--- config.mk ---
export PLATFORM = sky130hd
export DESIGN_NAME = mem_port_arbiter_flat
export DESIGN_NICKNAME = d
export VERILOG_FILES = /design/src/rtl/mem_port_arbiter_if.sv /design/src/rtl/mem_port_arbiter.sv /design/src/flat_wrapper.sv
export SDC_FILE = /design/constraint.sdc
export NUM_CORES = 1
export LEC_CHECK = 0
export ABC_AREA = 1
export CAP_MARGIN = 40
export CORE_MARGIN = 10
export CORE_UTILIZATION = 38
export DETAILED_ROUTE_END_ITERATION = 16
export HOLD_SLACK_MARGIN = 0.1
export PLACE_DENSITY = 0.91
export SLEW_MARGIN = 10
export SYNTH_ARGS = -nofsm -noshare
export SYNTH_HDL_FRONTEND = slang
export SYNTH_SLANG_ARGS = --single-unit
--- constraint.sdc ---
create_clock -name clk_in -period 1.75 [get_ports clk_in]
set_clock_uncertainty 0.2 [all_clocks]
set_input_delay 0.35 -clock clk_in [delete_from_list [all_inputs] [get_ports clk_in]]
set_output_delay 0.35 -clock clk_in [all_outputs]
set_load 0.01 [all_outputs]
--- src/rtl/mem_port_arbiter_if.sv ---
// Bundles the load-buffer, ROB-store, BRAM and load-result signals of the data-memory port arbiter.
// The slave modport is the arbiter's view; the master modport is the surrounding pipeline and BRAM.
interface mem_port_arbiter_if #(
    parameter int ROB_IX = 2,
    parameter int ADDR_W = 10
);
    // Load buffer issue
    logic              ld_valid_in;
    logic [31:0]       ld_addr_in;
    logic [ROB_IX:0]   ld_rob_ix_in;
    logic              ld_read_out;

    // ROB store commit
    logic              st_valid_in;
    logic [31:0]       st_addr_in;
    logic [31:0]       st_data_in;
    logic              st_ready_out;

    // Data BRAM port
    logic              mem_en_out;
    logic              mem_we_out;
    logic [ADDR_W-1:0] mem_addr_out;
    logic [31:0]       mem_wdata_out;
    logic [31:0]       mem_rdata_in;

    // Load result back to the ROB
    logic              ld_result_valid_out;
    logic [31:0]       ld_result_out;
    logic [ROB_IX:0]   ld_result_rob_ix_out;

    modport slave (
        input  ld_valid_in, ld_addr_in, ld_rob_ix_in,
        output ld_read_out,
        input  st_valid_in, st_addr_in, st_data_in,
        output st_ready_out,
        output mem_en_out, mem_we_out, mem_addr_out, mem_wdata_out,
        input  mem_rdata_in,
        output ld_result_valid_out, ld_result_out, ld_result_rob_ix_out
    );

    modport master (
        output ld_valid_in, ld_addr_in, ld_rob_ix_in,
        input  ld_read_out,
        output st_valid_in, st_addr_in, st_data_in,
        input  st_ready_out,
        input  mem_en_out, mem_we_out, mem_addr_out, mem_wdata_out,
        output mem_rdata_in,
        input  ld_result_valid_out, ld_result_out, ld_result_rob_ix_out
    );
endinterface

--- src/rtl/mem_port_arbiter.sv ---
// Shares the single data-BRAM port between load issue and in-order store commit, tracks the one
// outstanding load through the fixed BRAM read latency and returns its data with the ROB index.
module mem_port_arbiter #(
    parameter int ROB_IX      = 2,
    parameter int ADDR_W      = 10,
    parameter int MEM_LATENCY = 2
) (
    input  logic                   clk_in,
    input  logic                   rst_in,
    input  logic                   flush_in,
    mem_port_arbiter_if.slave      bus
);

    localparam int CNT_W = (MEM_LATENCY < 1) ? 1 : $clog2(MEM_LATENCY + 1);

    typedef enum logic {
        IDLE      = 1'b0,
        LOAD_WAIT = 1'b1
    } state_t;

    state_t            state_q,       state_d;
    logic              prefer_load_q, prefer_load_d;
    logic              drop_q,        drop_d;
    logic [CNT_W-1:0]  cnt_q,         cnt_d;
    logic [ROB_IX:0]   rob_q,         rob_d;

    logic              mem_en_q,      mem_en_d;
    logic              mem_we_q,      mem_we_d;
    logic [ADDR_W-1:0] mem_addr_q,    mem_addr_d;
    logic [31:0]       mem_wdata_q,   mem_wdata_d;

    logic              res_valid_q,   res_valid_d;
    logic [31:0]       res_data_q,    res_data_d;
    logic [ROB_IX:0]   res_rob_q,     res_rob_d;

    logic              grant_ld;
    logic              grant_st;
    logic              ld_req;
    logic              st_req;

    // Only word-aligned accesses inside the BRAM range are meaningful.
    logic unused_addr_bits;
    assign unused_addr_bits = ^{bus.ld_addr_in[1:0], bus.ld_addr_in[31:ADDR_W+2],
                                bus.st_addr_in[1:0], bus.st_addr_in[31:ADDR_W+2]};

    // A flush kills speculative loads before issue; committed stores always proceed.
    assign ld_req = bus.ld_valid_in && !flush_in;
    assign st_req = bus.st_valid_in;

    always_comb begin
        state_d       = state_q;
        prefer_load_d = prefer_load_q;
        drop_d        = drop_q;
        cnt_d         = cnt_q;
        rob_d         = rob_q;
        mem_en_d      = 1'b0;
        mem_we_d      = 1'b0;
        mem_addr_d    = mem_addr_q;
        mem_wdata_d   = mem_wdata_q;
        res_valid_d   = 1'b0;
        res_data_d    = res_data_q;
        res_rob_d     = res_rob_q;
        grant_ld      = 1'b0;
        grant_st      = 1'b0;

        case (state_q)
            IDLE: begin
                if (ld_req && (!st_req || prefer_load_q)) begin
                    grant_ld = 1'b1;
                end else if (st_req) begin
                    grant_st = 1'b1;
                end

                if (grant_ld) begin
                    mem_en_d      = 1'b1;
                    mem_we_d      = 1'b0;
                    mem_addr_d    = bus.ld_addr_in[ADDR_W+1:2];
                    rob_d         = bus.ld_rob_ix_in;
                    cnt_d         = CNT_W'(MEM_LATENCY);
                    drop_d        = 1'b0;
                    prefer_load_d = 1'b0;
                    state_d       = LOAD_WAIT;
                end else if (grant_st) begin
                    mem_en_d      = 1'b1;
                    mem_we_d      = 1'b1;
                    mem_addr_d    = bus.st_addr_in[ADDR_W+1:2];
                    mem_wdata_d   = bus.st_data_in;
                    prefer_load_d = 1'b1;
                end
            end

            LOAD_WAIT: begin
                if (cnt_q == '0) begin
                    // Read data is valid this cycle; a flush seen at any point of the wait squashes it.
                    state_d = IDLE;
                    drop_d  = 1'b0;
                    if (!(drop_q || flush_in)) begin
                        res_valid_d = 1'b1;
                        res_data_d  = bus.mem_rdata_in;
                        res_rob_d   = rob_q;
                    end
                end else begin
                    cnt_d = cnt_q - CNT_W'(1);
                    if (flush_in) begin
                        drop_d = 1'b1;
                    end
                end
            end

            default: begin
                state_d = IDLE;
            end
        endcase
    end

    always_ff @(posedge clk_in or negedge rst_in) begin
        if (!rst_in) begin
            state_q       <= IDLE;
            prefer_load_q <= 1'b0;
            drop_q        <= 1'b0;
            cnt_q         <= '0;
            rob_q         <= '0;
            mem_en_q      <= 1'b0;
            mem_we_q      <= 1'b0;
            mem_addr_q    <= '0;
            mem_wdata_q   <= '0;
            res_valid_q   <= 1'b0;
            res_data_q    <= '0;
            res_rob_q     <= '0;
        end else begin
            state_q       <= state_d;
            prefer_load_q <= prefer_load_d;
            drop_q        <= drop_d;
            cnt_q         <= cnt_d;
            rob_q         <= rob_d;
            mem_en_q      <= mem_en_d;
            mem_we_q      <= mem_we_d;
            mem_addr_q    <= mem_addr_d;
            mem_wdata_q   <= mem_wdata_d;
            res_valid_q   <= res_valid_d;
            res_data_q    <= res_data_d;
            res_rob_q     <= res_rob_d;
        end
    end

    assign bus.ld_read_out          = grant_ld;
    assign bus.st_ready_out         = grant_st;
    assign bus.mem_en_out           = mem_en_q;
    assign bus.mem_we_out           = mem_we_q;
    assign bus.mem_addr_out         = mem_addr_q;
    assign bus.mem_wdata_out        = mem_wdata_q;
    assign bus.ld_result_valid_out  = res_valid_q;
    assign bus.ld_result_out        = res_data_q;
    assign bus.ld_result_rob_ix_out = res_rob_q;

endmodule

--- src/flat_wrapper.sv ---
// flat-port wrapper written by rule: the top's interface ports become plain ports
module mem_port_arbiter_flat 
#(
    parameter int ROB_IX      = 2,
    parameter int ADDR_W      = 10,
    parameter int MEM_LATENCY = 2
)
  (clk_in, rst_in, flush_in, bus_ld_valid_in, bus_ld_addr_in, bus_ld_rob_ix_in, bus_ld_read_out, bus_st_valid_in, bus_st_addr_in, bus_st_data_in, bus_st_ready_out, bus_mem_en_out, bus_mem_we_out, bus_mem_addr_out, bus_mem_wdata_out, bus_mem_rdata_in, bus_ld_result_valid_out, bus_ld_result_out, bus_ld_result_rob_ix_out);
  mem_port_arbiter_if #(.ROB_IX(ROB_IX), .ADDR_W(ADDR_W)) bus_i ();
  input  logic clk_in;
  input  logic rst_in;
  input  logic flush_in;
  input wire logic [$bits(bus_i.ld_valid_in)-1:0] bus_ld_valid_in;
  input wire logic [$bits(bus_i.ld_addr_in)-1:0] bus_ld_addr_in;
  input wire logic [$bits(bus_i.ld_rob_ix_in)-1:0] bus_ld_rob_ix_in;
  output wire logic [$bits(bus_i.ld_read_out)-1:0] bus_ld_read_out;
  input wire logic [$bits(bus_i.st_valid_in)-1:0] bus_st_valid_in;
  input wire logic [$bits(bus_i.st_addr_in)-1:0] bus_st_addr_in;
  input wire logic [$bits(bus_i.st_data_in)-1:0] bus_st_data_in;
  output wire logic [$bits(bus_i.st_ready_out)-1:0] bus_st_ready_out;
  output wire logic [$bits(bus_i.mem_en_out)-1:0] bus_mem_en_out;
  output wire logic [$bits(bus_i.mem_we_out)-1:0] bus_mem_we_out;
  output wire logic [$bits(bus_i.mem_addr_out)-1:0] bus_mem_addr_out;
  output wire logic [$bits(bus_i.mem_wdata_out)-1:0] bus_mem_wdata_out;
  input wire logic [$bits(bus_i.mem_rdata_in)-1:0] bus_mem_rdata_in;
  output wire logic [$bits(bus_i.ld_result_valid_out)-1:0] bus_ld_result_valid_out;
  output wire logic [$bits(bus_i.ld_result_out)-1:0] bus_ld_result_out;
  output wire logic [$bits(bus_i.ld_result_rob_ix_out)-1:0] bus_ld_result_rob_ix_out;
  assign bus_i.ld_valid_in = bus_ld_valid_in;
  assign bus_i.ld_addr_in = bus_ld_addr_in;
  assign bus_i.ld_rob_ix_in = bus_ld_rob_ix_in;
  assign bus_ld_read_out = bus_i.ld_read_out;
  assign bus_i.st_valid_in = bus_st_valid_in;
  assign bus_i.st_addr_in = bus_st_addr_in;
  assign bus_i.st_data_in = bus_st_data_in;
  assign bus_st_ready_out = bus_i.st_ready_out;
  assign bus_mem_en_out = bus_i.mem_en_out;
  assign bus_mem_we_out = bus_i.mem_we_out;
  assign bus_mem_addr_out = bus_i.mem_addr_out;
  assign bus_mem_wdata_out = bus_i.mem_wdata_out;
  assign bus_i.mem_rdata_in = bus_mem_rdata_in;
  assign bus_ld_result_valid_out = bus_i.ld_result_valid_out;
  assign bus_ld_result_out = bus_i.ld_result_out;
  assign bus_ld_result_rob_ix_out = bus_i.ld_result_rob_ix_out;
  mem_port_arbiter #(.ROB_IX(ROB_IX), .ADDR_W(ADDR_W), .MEM_LATENCY(MEM_LATENCY)) u_core (.clk_in(clk_in), .rst_in(rst_in), .flush_in(flush_in), .bus(bus_i));
endmodule
==> summary.md, run 1 <==
| Metric | Value |
|---|---|
| Outcome | `finished, violations left` |
| Failing checks | `negative setup slack` |
| Initial drt markers | `250` |
| Total CTS buffers | `9` |
| Slew @ Worst Pin | `0.498 ns` |
| Final Cycle Share | `101%` |
| VDD IR max | `0.805 mV` |
| CTS tree | `built` |
| Startpoint Class | `register` |
| Vias | `3344` |
| EDFF count, synth | `0` |
| Cell Pwr Density | `1400 nW/µm²` |
| Antenna violations before repair | `2` |
| Crit path DAT | `1.22 ns` |
| Total Die Area | `13900 µm²` |
| Vias/cell | `4.48` |
| Mapped Nets | `562` |
| Drt pass-1 iters | `4` |
| DRT antenna net count | `0` |
| Number of global-route vias before repair | `3541` |
| Final setup TNS | `-0.0220 ns` |
| Leak | `3.14 nW` |
| Reg2Reg Depth | `8` |
| Hold EP | `u_core.bus.mem_wdata_out[2]` |
| Reg-to-reg setup timing slack | `0.13 ns` |
| Library cells used by synthesis | `18` |
| Sequential fraction of the synthesis area | `60.4%` |
| IO Port Bufs | `173` |
| Max FO, Critical Path | `4` |
| CTS Root Cell | `clkbuf_8` |
| Row count | `35` |
| GRT Residual Overflow | `0` |
| Ys Warns | `0` |
| First-pass GRT wire length | `18200 µm` |
| Reg-to-reg endpoint | `u_core.bus.mem_addr_out[1]` |
| H-tree levels | `3` |
| Average size of a mapped cell | `8.60 µm²` |
| Hold Crit Depth | `2` |
| Final setup viols | `1` |
| Area leader, netlist | `dfrtp_1` |
| DRC viols | `0` |
| Critical Path RT | `1.20 ns` |
| Largest net degree at the start of global routing | `89` |
| Core Footprint | `9280 µm²` |
| Slew Viols, Final | `0` |
| Clk buf depth | `2` |
| Clk sink count | `88` |
| Top Ports | `218` |
| Crit path time final | `1.77 ns` |
| Clock-pin transition on the worst setup and hold timing paths | `0.08 ns` |
| Endpoint class of the critical path | `output pin` |
| Final setup margin | `-0.0220 ns` |
| RSZ-0062 raised after global routing | `true` |
| GP Congestion | `0.802` |
| Post-synth ARST share | `100%` |
| Final WL | `11200 µm` |
| Die width | `118 µm` |
| Worst reg2reg path startpoint | `u_core.prefer_load_q` |
| Maxcap violations | `0` |
| Max_slew headroom | `66.8%` |
| Gate Count Post-Synth | `424` |
| Skew-Pair Late Insertion Delay | `0.35 ns` |
| Worst Hold Slack | `0.271 ns` |
| Top cells by area, synth | `dfrtp_1 60%, nand2_1 25%, nand3_1 4.8%` |
| Height of the chip | `118 µm` |
| Fmax | `564 MHz` |
| HP Class | `reg2reg` |
| Wire per inst | `15.0 µm` |
| Top_reg_cell synth | `dfrtp_1` |
| Cell Area, Synth | `3650 µm²` |
| Post-synthesis register bit count | `88` |
| Top-area cell type share of the netlist area | `60.4%` |
| DP HPWL | `8590 µm` |
| Crit path kind | `reg2out` |
| Ratio of cells with drive above 1 in the final layout | `8.91%` |
| Hold Startpoint | `u_core.bus.mem_wdata_out[2]` |
| Gr usage total | `15.8%` |
| Starting density of the core | `39.3%` |
| Final Net Count | `750` |
| Fin. Hold Viols | `0` |
| Area Growth Syn to Fin | `56.5%` |
==> power breakdown <==
group	internal (mW)	total, mW	switching, mW
logic	1.52	3.34	1.82
registers	2.90	3.34	0.441
clock network	0.566	1.31	0.748
total	4.99	7.99	3.00
==> synthesized netlist by cell type, types with 2 or more instances <==
cell type,instances
buf_6,4
inv_1,26
nand2_2,2
buf_2,7
nand3_1,35
o21ai_0,2
dfrtp_1,88
inv_2,3
ha_1,2
nand2_1,240
buf_4,8
==> routing by layer <==
| layer | global-route usage (%) | share of wire, % |
|---|---|---|
| met5 | 0 | 0.12 |
| met4 | 4.79 | 1.6 |
| met3 | 6.33 | 8.4 |
| met2 | 26.7 | 49 |
| met1 | 18.0 | 41 |
==> critical path, stage by stage (launching register included) <==
cell     delay, ns
dfrtp_1       0.40
inv_2         0.08
nand2_4       0.07
a21oi_4       0.20
buf_6         0.13
==> sequential cells by signal, indices dropped and copies added, names as in the netlist <==
name,count
u_core.cnt_q,2
u_core.drop_q,1
u_core.prefer_load_q,1
u_core.bus.ld_result_rob_ix_out,3
u_core.bus.mem_we_out,1
u_core.bus.ld_result_valid_out,1
u_core.bus.ld_result_out,32
u_core.bus.mem_en_out,1
u_core.rob_q,3
u_core.state_q,1
u_core.bus.mem_addr_out,10
u_core.bus.mem_wdata_out,32
==> stage by stage <==
| step | power, mW | std cells | utilization (%) | setup WS [ns] | area [µm²] |
|---|---|---|---|---|---|
| finish | 7.99 | 747 | 61.5 | -0.0220 | 5710 |
| global route | 8.61 | 747 | 61.5 | -0.0865 | 5710 |
| CTS | 8.08 | 745 | 61.2 | -0.0380 | 5690 |
| detailed placement | 7.32 | 726 | 59.9 | -0.609 | 5570 |
| global placement | 7.14 | 726 | 59.9 | -0.613 | 5570 |
| floorplan | 4.98 | 424 | - | 0.246 | 3650 |
==> cell type report <==
class	count	area [µm²]
Antenna cell	1	2.50
Timing Repair Buffer	196	1830
Clock buffer	11	141
Multi-Input combinational cell	287	1210
Clock inverter	5	41.3
Fill cell	787	3570
Sequential cell	88	2200
Inverter	30	115
Tap cell	129	161
==> cells in the final DEF, fill, tap and decap left out, types with 3 or more instances in the layout <==
cell             netlist  layout
clkdlybuf4s50_1        0      87
inv_2                  3       5
clkbuf_8               0      10
inv_1                 26      24
dlygate4sd2_1          0      83
buf_4                  8      20
dfrtp_1               88      88
nand3_1               35      34
buf_12                 0       3
nand2_1              240     239
==> what timing repair did <==
| item | in CTS | in global routing |
|---|---|---|
| gates resized for setup | 96 | 2 |
| setup buffers | 2 | 1 |
| hold buffers | 1 | 0 |
| endpoints found under the hold margin | 88 | 0 |
| endpoints found under the setup margin | 83 | 3 |
| pin swaps | 4 | 1 |
==> how the worst max path moves through the flow <==
| stage | endpoint | depth (start not counted) | startpoint |
|---|---|---|---|
| after floorplan | bus_st_ready_out | 5 | u_core.state_q |
| after global placement | bus_st_ready_out | 4 | bus_st_valid_in |
| after detailed placement | bus_st_ready_out | 4 | bus_st_valid_in |
| after CTS | bus_st_ready_out | 4 | u_core.state_q |
| after global routing | bus_st_ready_out | 4 | u_core.prefer_load_q |
| final | bus_st_ready_out | 4 | u_core.prefer_load_q |
==> cells by family after synthesis <==
group | share of synthesized area (%)
buffers and inverters | 7.00
flip-flops | 60.4
AO/OA/AOI/OAI | 0.721
AND/OR/NAND/NOR | 31.2
adder cells (fa/ha/maj) | 0.686
Power figures use the tool's default switching activity.
==> run 2, diff against run 1 <==
--- a/config.mk
+++ b/config.mk
@@ -8,10 +8,10 @@
 export ABC_AREA = 1
 export CAP_MARGIN = 40
 export CORE_MARGIN = 10
-export CORE_UTILIZATION = 38
+export CORE_UTILIZATION = 34
 export DETAILED_ROUTE_END_ITERATION = 16
 export HOLD_SLACK_MARGIN = 0.1
-export PLACE_DENSITY = 0.91
+export PLACE_DENSITY = 0.77
 export SLEW_MARGIN = 10
 export SYNTH_ARGS = -nofsm -noshare
 export SYNTH_HDL_FRONTEND = slang
==> constraint.sdc (replaced) <==
create_clock -name clk_in -period 1.45 [get_ports clk_in]
set_clock_uncertainty 0.2 [all_clocks]
set_input_delay 0.29 -clock clk_in [delete_from_list [all_inputs] [get_ports clk_in]]
set_output_delay 0.29 -clock clk_in [all_outputs]
set_load 0.01 [all_outputs]
==> summary.md, run 2 (synthesis results as in run 1) <==
| Metric | Value |
|---|---|
| Ratio of cells with drive above 1 in the final layout | `31.1% (+22 points)` |
| Hold EP | `u_core.bus.mem_wdata_out[1]` |
| Wire per inst | `15.3 µm (+1.9%)` |
| Initial drt markers | `149 (-40%)` |
| Hold Crit Depth | `3 (+1)` |
| First-pass GRT wire length | `17900 µm (-1.7%)` |
| CTS tree | `built` |
| Most common cell after layout, fill and taps aside | `nand2_1` |
| Max FO, Critical Path | `3 (-1)` |
| Hold Startpoint | `bus_st_data_in[1]` |
| CTS Root Cell | `clkbuf_8` |
| Post-route total power | `10.6 mW (+33%)` |
| IO Port Bufs | `173 (unchanged)` |
| Post-route insts no fill | `773 (+3.5%)` |
| Slew Viols, Final | `0 (unchanged)` |
| Final setup TNS | `-4.53 ns (-4.51 ns)` |
| Net Sw Frac | `36.3% (-1.3 points)` |
| Sequential share of power | `38.2% (-3.6 points)` |
| Most frequent cells in the layout | `203 x nand2_1, 88 x dfrtp_1, 87 x clkdlybuf4s50_1` |
| Clk buf depth | `2 (unchanged)` |
| Placed cell areas | `5630 µm² (+1.2%)` |
| Placed cell count | `736 (+1.4%)` |
| Final setup viols | `60 (+59)` |
| Vias/cell | `4.53 (+1.2%)` |
| Max_slew headroom | `79.5% (+13 points)` |
| Crit path kind | `reg2out` |
| Skew-Pair Late Insertion Delay | `0.34 ns (about the same)` |
| Final setup margin | `-0.177 ns (-0.155 ns)` |
| Crit path time final | `1.63 ns` |
| Number of global-route vias before repair | `3674 (+3.8%)` |
| Fin. Hold Viols | `0 (unchanged)` |
| Critical Path Start | `u_core.prefer_load_q` |
| Total CTS buffers | `9 (unchanged)` |
| Fmax | `615 MHz` |
| Maxcap violations | `0 (unchanged)` |
| GRT Residual Overflow | `0 (unchanged)` |
| Height of the chip | `124 µm (+4.7%)` |
| Final WL | `11800 µm (+5.5%)` |
| DRT antenna net count | `0 (unchanged)` |
| Fill cells | `951 (+21%)` |
| Total Die Area | `15300 µm² (+9.7%)` |
| RSZ-0062 raised after global routing | `true` |
| Crit path DAT | `1.14 ns (-0.08 ns)` |
| Startpoint Class | `register` |
| Failing checks | `negative setup slack` |
| Clock-pin transition on the worst setup and hold timing paths | `0.09 ns (about the same)` |
| Slew @ Worst Pin | `0.308 ns (-0.190 ns)` |
| VDD IR max | `0.738 mV (-8.4%)` |
| Net Sw Power | `3.85 mW (+28%)` |
| Gr usage total | `14.5% (-1.4 points)` |
| Vias | `3501 (+4.7%)` |
| Worst reg2reg path startpoint | `u_core.state_q` |
| DRC viols | `0 (unchanged)` |
| Critical Path RT | `0.96 ns (-0.24 ns)` |
| Reg-to-reg endpoint | `u_core.bus.mem_wdata_out[8]` |
| Top Ports | `218 (unchanged)` |
| Area Growth Syn to Fin | `64.8%` |
| Endpoint class of the critical path | `output pin` |
| Core Footprint | `10400 µm² (+12%)` |
| H-tree levels | `3 (unchanged)` |
| Clk sink count | `88 (unchanged)` |
| Cell Pwr Density | `1760 nW/µm² (+26%)` |
| Reg-to-reg setup timing slack | `-0.13 ns (-0.26 ns)` |
| Leak | `3.31 nW (+5.3%)` |
| DP HPWL | `8430 µm (-1.8%)` |
| HP Class | `in2reg` |
| GP Congestion | `0.818 (+2.0%)` |
| Final Util | `58.0% (-3.5 points)` |
| Drt pass-1 iters | `4 (unchanged)` |
| Starting density of the core | `35.2% (-4.1 points)` |
| Comb pwr share | `43.3% (+1.5 points)` |
| Reg2Reg Depth | `9 (+1)` |
| Outcome | `finished, violations left` |
| Row count | `37 (+5.7%)` |
| Antenna violations before repair | `1 (-1)` |
| Final Cell Area | `6010 µm² (+5.3%)` |
| Clock Power Share | `18.5% (+2.1 points)` |
| Die width | `124 µm (+4.7%)` |
| Largest net degree at the start of global routing | `46 (-48%)` |
| Final Cycle Share | `112%` |
| Final Net Count | `771 (+2.8%)` |
| Internal | `6.75 mW (+35%)` |
-- run 2: changes by cell type in the layout (fill, tap and decap cells not counted), sizes merged --
cell,before,now
buf,25,121
clkinv,2,3
clkinvlp,2,0
dlygate4sd2,83,3
clkbuf,11,14
inv,31,29
bufinv,0,3
-- run 2: power by group through the flow --
stage,Sequential (mW),Combinational (mW),Clock (mW)
floorplan,4.51,1.51,0
global placement,4.05,4.67,0
detailed placement,4.10,4.76,0
CTS,4.02,4.30,2.04
global route,4.18,5.12,2.15
finish,4.04,4.59,1.96
-- run 2: critical path, cell delays in order (launching register included) --
cell and delay [ns]:
dfrtp_1 0.38, inv_2 0.07, nand2_4 0.07, a21oi_4 0.15, buf_6 0.13
-- run 2: how the worst max path moves through the flow --
stage | to | slack (ns) | cells past startpoint
after floorplan | bus_st_ready_out | 0.006 | 5
after global placement | bus_ld_read_out | -0.78 | 6
after detailed placement | bus_ld_read_out | -0.79 | 6
after CTS | bus_st_ready_out | -0.22 | 4
after global routing | bus_st_ready_out | -0.27 | 4
final | bus_st_ready_out | -0.18 | 4
-- run 2: timing repair --
item | 4_1_cts | 5_1_grt
setup endpoints to repair | 156 | 80
setup buffers | 15 | 4
endpoints found under the hold margin | 88 | 0
pin swaps | 4 | 10
resized for setup | 347 | 68
hold buffers | 1 | 0
cloned | 2 | 4
-- run 2: through the flow --
stage	hold slack [ns]	setup slack [ns]
after global placement	0.0886	-0.777
after global routing	0.249	-0.267
after detailed placement	0.0957	-0.789
after floorplan	-0.206	0.00574
after CTS	0.245	-0.220
final	0.273	-0.177
-- run 2: per-layer routing --
metal  global-route usage [%]  vias to the layer above  wire, µm
met1                     16.7                     1626      4650
li1                         -                     1699         -
met2                     23.9                      156      5600
met5                        0                        -         0
met4                     3.93                        0       206
met3                     6.52                       20      1330
-- run 2: cell type report --
type / instances / area (µm²) / area share [%]
sequential: 88 / 2200 / 36.6
timing repair buffer: 217 / 1860 / 31.0
multi-input combinational: 287 / 1420 / 23.7
tap: 136 / 170 / 2.83
clock buffer: 9 / 124 / 2.06
inverter: 30 / 118 / 1.96
clock inverter: 5 / 108 / 1.79
antenna: 1 / 2.50 / 0.0416
